--- src/rtl/buffer_module.sv ---
// rtl/buffer_module.sv - synchronous FIFO buffer with registered read data, clear and async reset
// Occupancy counter drives full/empty; a read frees its slot in the same edge, so write-while-full with read succeeds.
module buffer_module #(
  parameter int WIDTH = 32,
  parameter int DEPTH = 16
) (
  input  logic             CLK,
  input  logic             nRST,
  input  logic             write_en,
  input  logic             read_en,
  input  logic             clear,
  input  logic [WIDTH-1:0] din,
  output logic [WIDTH-1:0] dout,
  output logic             full,
  output logic             empty
);

  localparam int AW = $clog2(DEPTH);

  logic [WIDTH-1:0] mem [DEPTH];
  logic [AW-1:0]    wr_ptr;
  logic [AW-1:0]    rd_ptr;
  logic [AW:0]      count;
  logic             do_read;
  logic             do_write;

  assign full     = (count == (AW+1)'(DEPTH));
  assign empty    = (count == '0);
  assign do_read  = read_en && !empty;
  assign do_write = write_en && (!full || do_read);

  // Storage is not reset; stale words are unreachable once pointers are zeroed.
  always_ff @(posedge CLK) begin
    if (!nRST && !clear && do_write) begin
      mem[wr_ptr] <= din;
    end
  end

  // Pointers wrap naturally because DEPTH is a power of two.
  always_ff @(posedge CLK or posedge nRST) begin
    if (nRST) begin
      wr_ptr <= '0;
      rd_ptr <= '0;
      count  <= '0;
      dout   <= '0;
    end else if (clear) begin
      wr_ptr <= '0;
      rd_ptr <= '0;
      count  <= '0;
      dout   <= '0;
    end else begin
      if (do_write) begin
        wr_ptr <= wr_ptr + 1'b1;
      end
      if (do_read) begin
        dout   <= mem[rd_ptr];
        rd_ptr <= rd_ptr + 1'b1;
      end
      case ({do_write, do_read})
        2'b10:   count <= count + 1'b1;
        2'b01:   count <= count - 1'b1;
        default: count <= count;
      endcase
    end
  end

endmodule

--- config.mk ---
export PLATFORM = sky130hd
export DESIGN_NAME = buffer_module
export DESIGN_NICKNAME = d
export VERILOG_FILES = /design/src/rtl/buffer_module.sv
export SDC_FILE = /design/constraint.sdc
export NUM_CORES = 1
export LEC_CHECK = 0
export CAP_MARGIN = 30
export CORE_ASPECT_RATIO = 0.5
export CORE_MARGIN = 3
export CORE_UTILIZATION = 30
export CTS_BUF_LIST = sky130_fd_sc_hd__clkbuf_16
export CTS_CLUSTER_SIZE = 20
export DETAILED_ROUTE_END_ITERATION = 8
export HOLD_SLACK_MARGIN = 0.03
export MAX_ROUTING_LAYER = met4
export PLACE_DENSITY_LB_ADDON = 0.1
export SLEW_MARGIN = 20
export SYNTH_ARGS = -nofsm -noshare
export SYNTH_HDL_FRONTEND = slang
export SYNTH_SLANG_ARGS = --single-unit
--- constraint.sdc ---
create_clock -name CLK -period 3.7 [get_ports CLK]
set_input_delay 1.11 -clock CLK [delete_from_list [all_inputs] [get_ports CLK]]
set_output_delay 1.11 -clock CLK [all_outputs]
set_load 0.005 [all_outputs]
==> results.json <==
{
  "postCtsHoldBufs": 0,
  "ys_seq_area_share_pct": 76.4,
  "cts_inserted_buffers": 54,
  "cts_tree": "yes",
  "syn_inst": 965,
  "tightestPinTransition_ns": 0.713,
  "antenna_found_initial": 0,
  "synth_area_leaders": "edfxtp_1 71%, mux4_2 13%, dfrtp_1 5.2%",
  "post-route-drc-count": 0,
  "utilization_pct": 36.4,
  "die_x_um": 386,
  "port-buffer-count": 70,
  "placedCellCount": 1979,
  "cp_max_fo": 7,
  "mostFrequentLayoutCell": "edfxtp_1",
  "synth_seq_cells": 557,
  "clk_latency_ns": 0.58,
  "rr_worst_depth": 10,
  "cts_resized": 0,
  "holdCritStartpoint": "dout[23]$_DFFE_PP0P_",
  "dieArea_um2": 75500,
  "rows": 68,
  "synth_top_area_share_pct": 71.1,
  "gr-total-overflow": 0,
  "postSynth.asyncResetShare_pct": 8.08,
  "wire_per_inst_um": 25.8,
  "endpoint_kind": "output pin",
  "clock-root-buffer": "clkbuf_16",
  "clock_sinks": 557,
  "clock.fmax_mhz": 292,
  "startpoint": "count[0]$_DFFE_PP0P_",
  "diodes": 0,
  "nNetsFinal": 1136,
  "crit_required_ns": 2.59,
  "critPathKind": "reg -> out",
  "synth_warnings": 0,
  "power.density_nw_per_um2": 572,
  "cap_viol_max_count": 0,
  "fin_skew_ns": 0.00999,
  "cp.arrival_ns": 2.31,
  "grt_max_degree": 67,
  "drt_first_pass_iters": 5,
  "drive_above_1_share_pct": 29.3,
  "clk_pin_slew_ns": 0.06,
  "rsz0062_at_grt": "false",
  "boundaryPins": 71,
  "worstSetupStartpointType": "flip-flop",
  "viasPerCell": 4.79,
  "synth_edf_count": 512,
  "min_path_cells": 2,
  "synth_fp_nets": 1011,
  "place_hpwl_um": 30700,
  "post-route-period-util_pct": 92.4,
  "multiInputGateArea_um2": 4820,
  "initial_core_util_pct": 30.8,
  "maxSlewViolCount": 0,
  "via_count": 9964,
  "ir_worst_vdd_v": 0.000370,
  "die_height_um": 196,
  "post_cts_buffers": 0,
  "grt_pass1_vias": 10856,
  "p_leak_nw": 7.95,
  "drtAntennaViolNets": 0,
  "n_fill_cell": 6429,
  "grt_pass1_wl_um": 78700,
  "finalPower_mw": 14.6,
  "period_minus_slack_ns": 3.42,
  "grtUsageTotal_pct": 14.9,
  "hold_slack_ns": 0.525,
  "syn_area_um2": 21600,
  "finalSetupTns_ns": 0,
  "fin_cells": 2080,
  "hold_viol": 0,
  "r2r-start": "count[0]$_DFFE_PP0P_",
  "gp_congestion": 0.705,
  "ys_types": 47,
  "synthFlopType": "edfxtp_1",
  "layout_common_cells": "512 x edfxtp_1, 128 x mux4_2, 70 x clkdlybuf4s50_1",
  "synthToLayoutAreaGrowth_pct": 18.1,
  "status": "completed",
  "clock_path_buffers": 3,
  "drt_iter0_drc": 761,
  "slew_headroom_pct": 52.3,
  "regArea_um2": 16500,
  "routed_wl_um": 53600,
  "synth_top_cell_by_area": "edfxtp_1",
  "syn_area_per_cell_um2": 22.4,
  "core_area_um2": 70100,
  "min_path_type": "reg -> reg",
  "setup-violations-final": 0,
  "htree_num_levels": 2
}
per-layer routing:
metal	wire length [µm]	vias up	track usage, %
li1	-	4285	-
met1	25700	5409	21.6
met2	24300	202	21.9
met3	2580	68	2.84
met4	968	0	3.10
met5	0	-	-
cells by family after synthesis:
| family | after synthesis | synth area share, % |
|---|---|---|
| AOI/OAI and AO/OA | 76 | 2.99 |
| xor gates and xnor gates | 9 | 0.365 |
| adders and majority gates | 9 | 0.556 |
| buffers and inverters | 56 | 1.51 |
| DFF | 557 | 76.4 |
| muxes | 196 | 16.7 |
| and+or+nand+nor | 62 | 1.53 |
sequential cells by signal, summed over array words and instances, names as in the netlist:
| signal | cells |
|---|---|
| wr_ptr | 4 |
| rd_ptr | 4 |
| mem | 512 |
| count | 5 |
| dout | 32 |
cell usage after synthesis, types with 3 or more instances:
master	instances
mux2_2	32
buf_4	5
clkbuf_2	3
nand2b_1	3
inv_1	7
buf_2	15
clkbuf_1	8
buf_1	8
and3_1	5
mux4_2	128
and2_1	12
ha_1	8
nand2_1	8
a21oi_1	4
nor2_1	17
buf_6	10
mux2_1	4
xor2_1	7
a22oi_2	29
mux2i_1	32
o21ai_1	31
edfxtp_1	512
dfrtp_1	45
layout make-up:
cell class,instances,share of cell area [%]
flip-flops and latches,557,64.7
inverters,7,0.103
clock inverters,46,0.868
well taps,945,4.63
multi-input cells,352,18.9
repair buffers,118,5.43
clock buffers,55,5.39
power breakdown:
group | leakage (nW) | switching, mW | internal, mW | total (mW)
Sequential | 5.21 | 0.219 | 7.03 | 7.25
Combinational | 1.88 | 1.13 | 1.19 | 2.32
Clock | 0.869 | 2.28 | 2.75 | 5.03
Total | 7.95 | 3.63 | 11.0 | 14.6
per-stage QoR:
stage | setup WS, ns | cell area, µm²
finish | 0.280 | 25500
global route | 0.143 | 25500
floorplan | 0.491 | 21600
detailed placement | 0.184 | 23900
CTS | 0.0935 | 25500
global placement | 0.220 | 23900
worst max-delay path, cell delays in order (launching register included):
cell	delay, ns
dfrtp_1	0.43
or4_4	0.63
nor2_1	0.15
clkdlybuf4s50_1	0.52
path summary, 6_finish.rpt:
| check | to | slack, ns |
|---|---|---|
| max | empty | 0.28 |
| min | dout[23]$_DFFE_PP0P_ | 0.53 |
| max reg2reg | count[4]$_DFFE_PP0P_ | 0.91 |
| min reg2reg | dout[23]$_DFFE_PP0P_ | 0.53 |
| max in group asynchronous | rd_ptr[1]$_DFFE_PP0P_ | 2.18 |
| min in group asynchronous | dout[25]$_DFFE_PP0P_ | 1.15 |
Note: power is estimated with default switching activity, not from simulation.
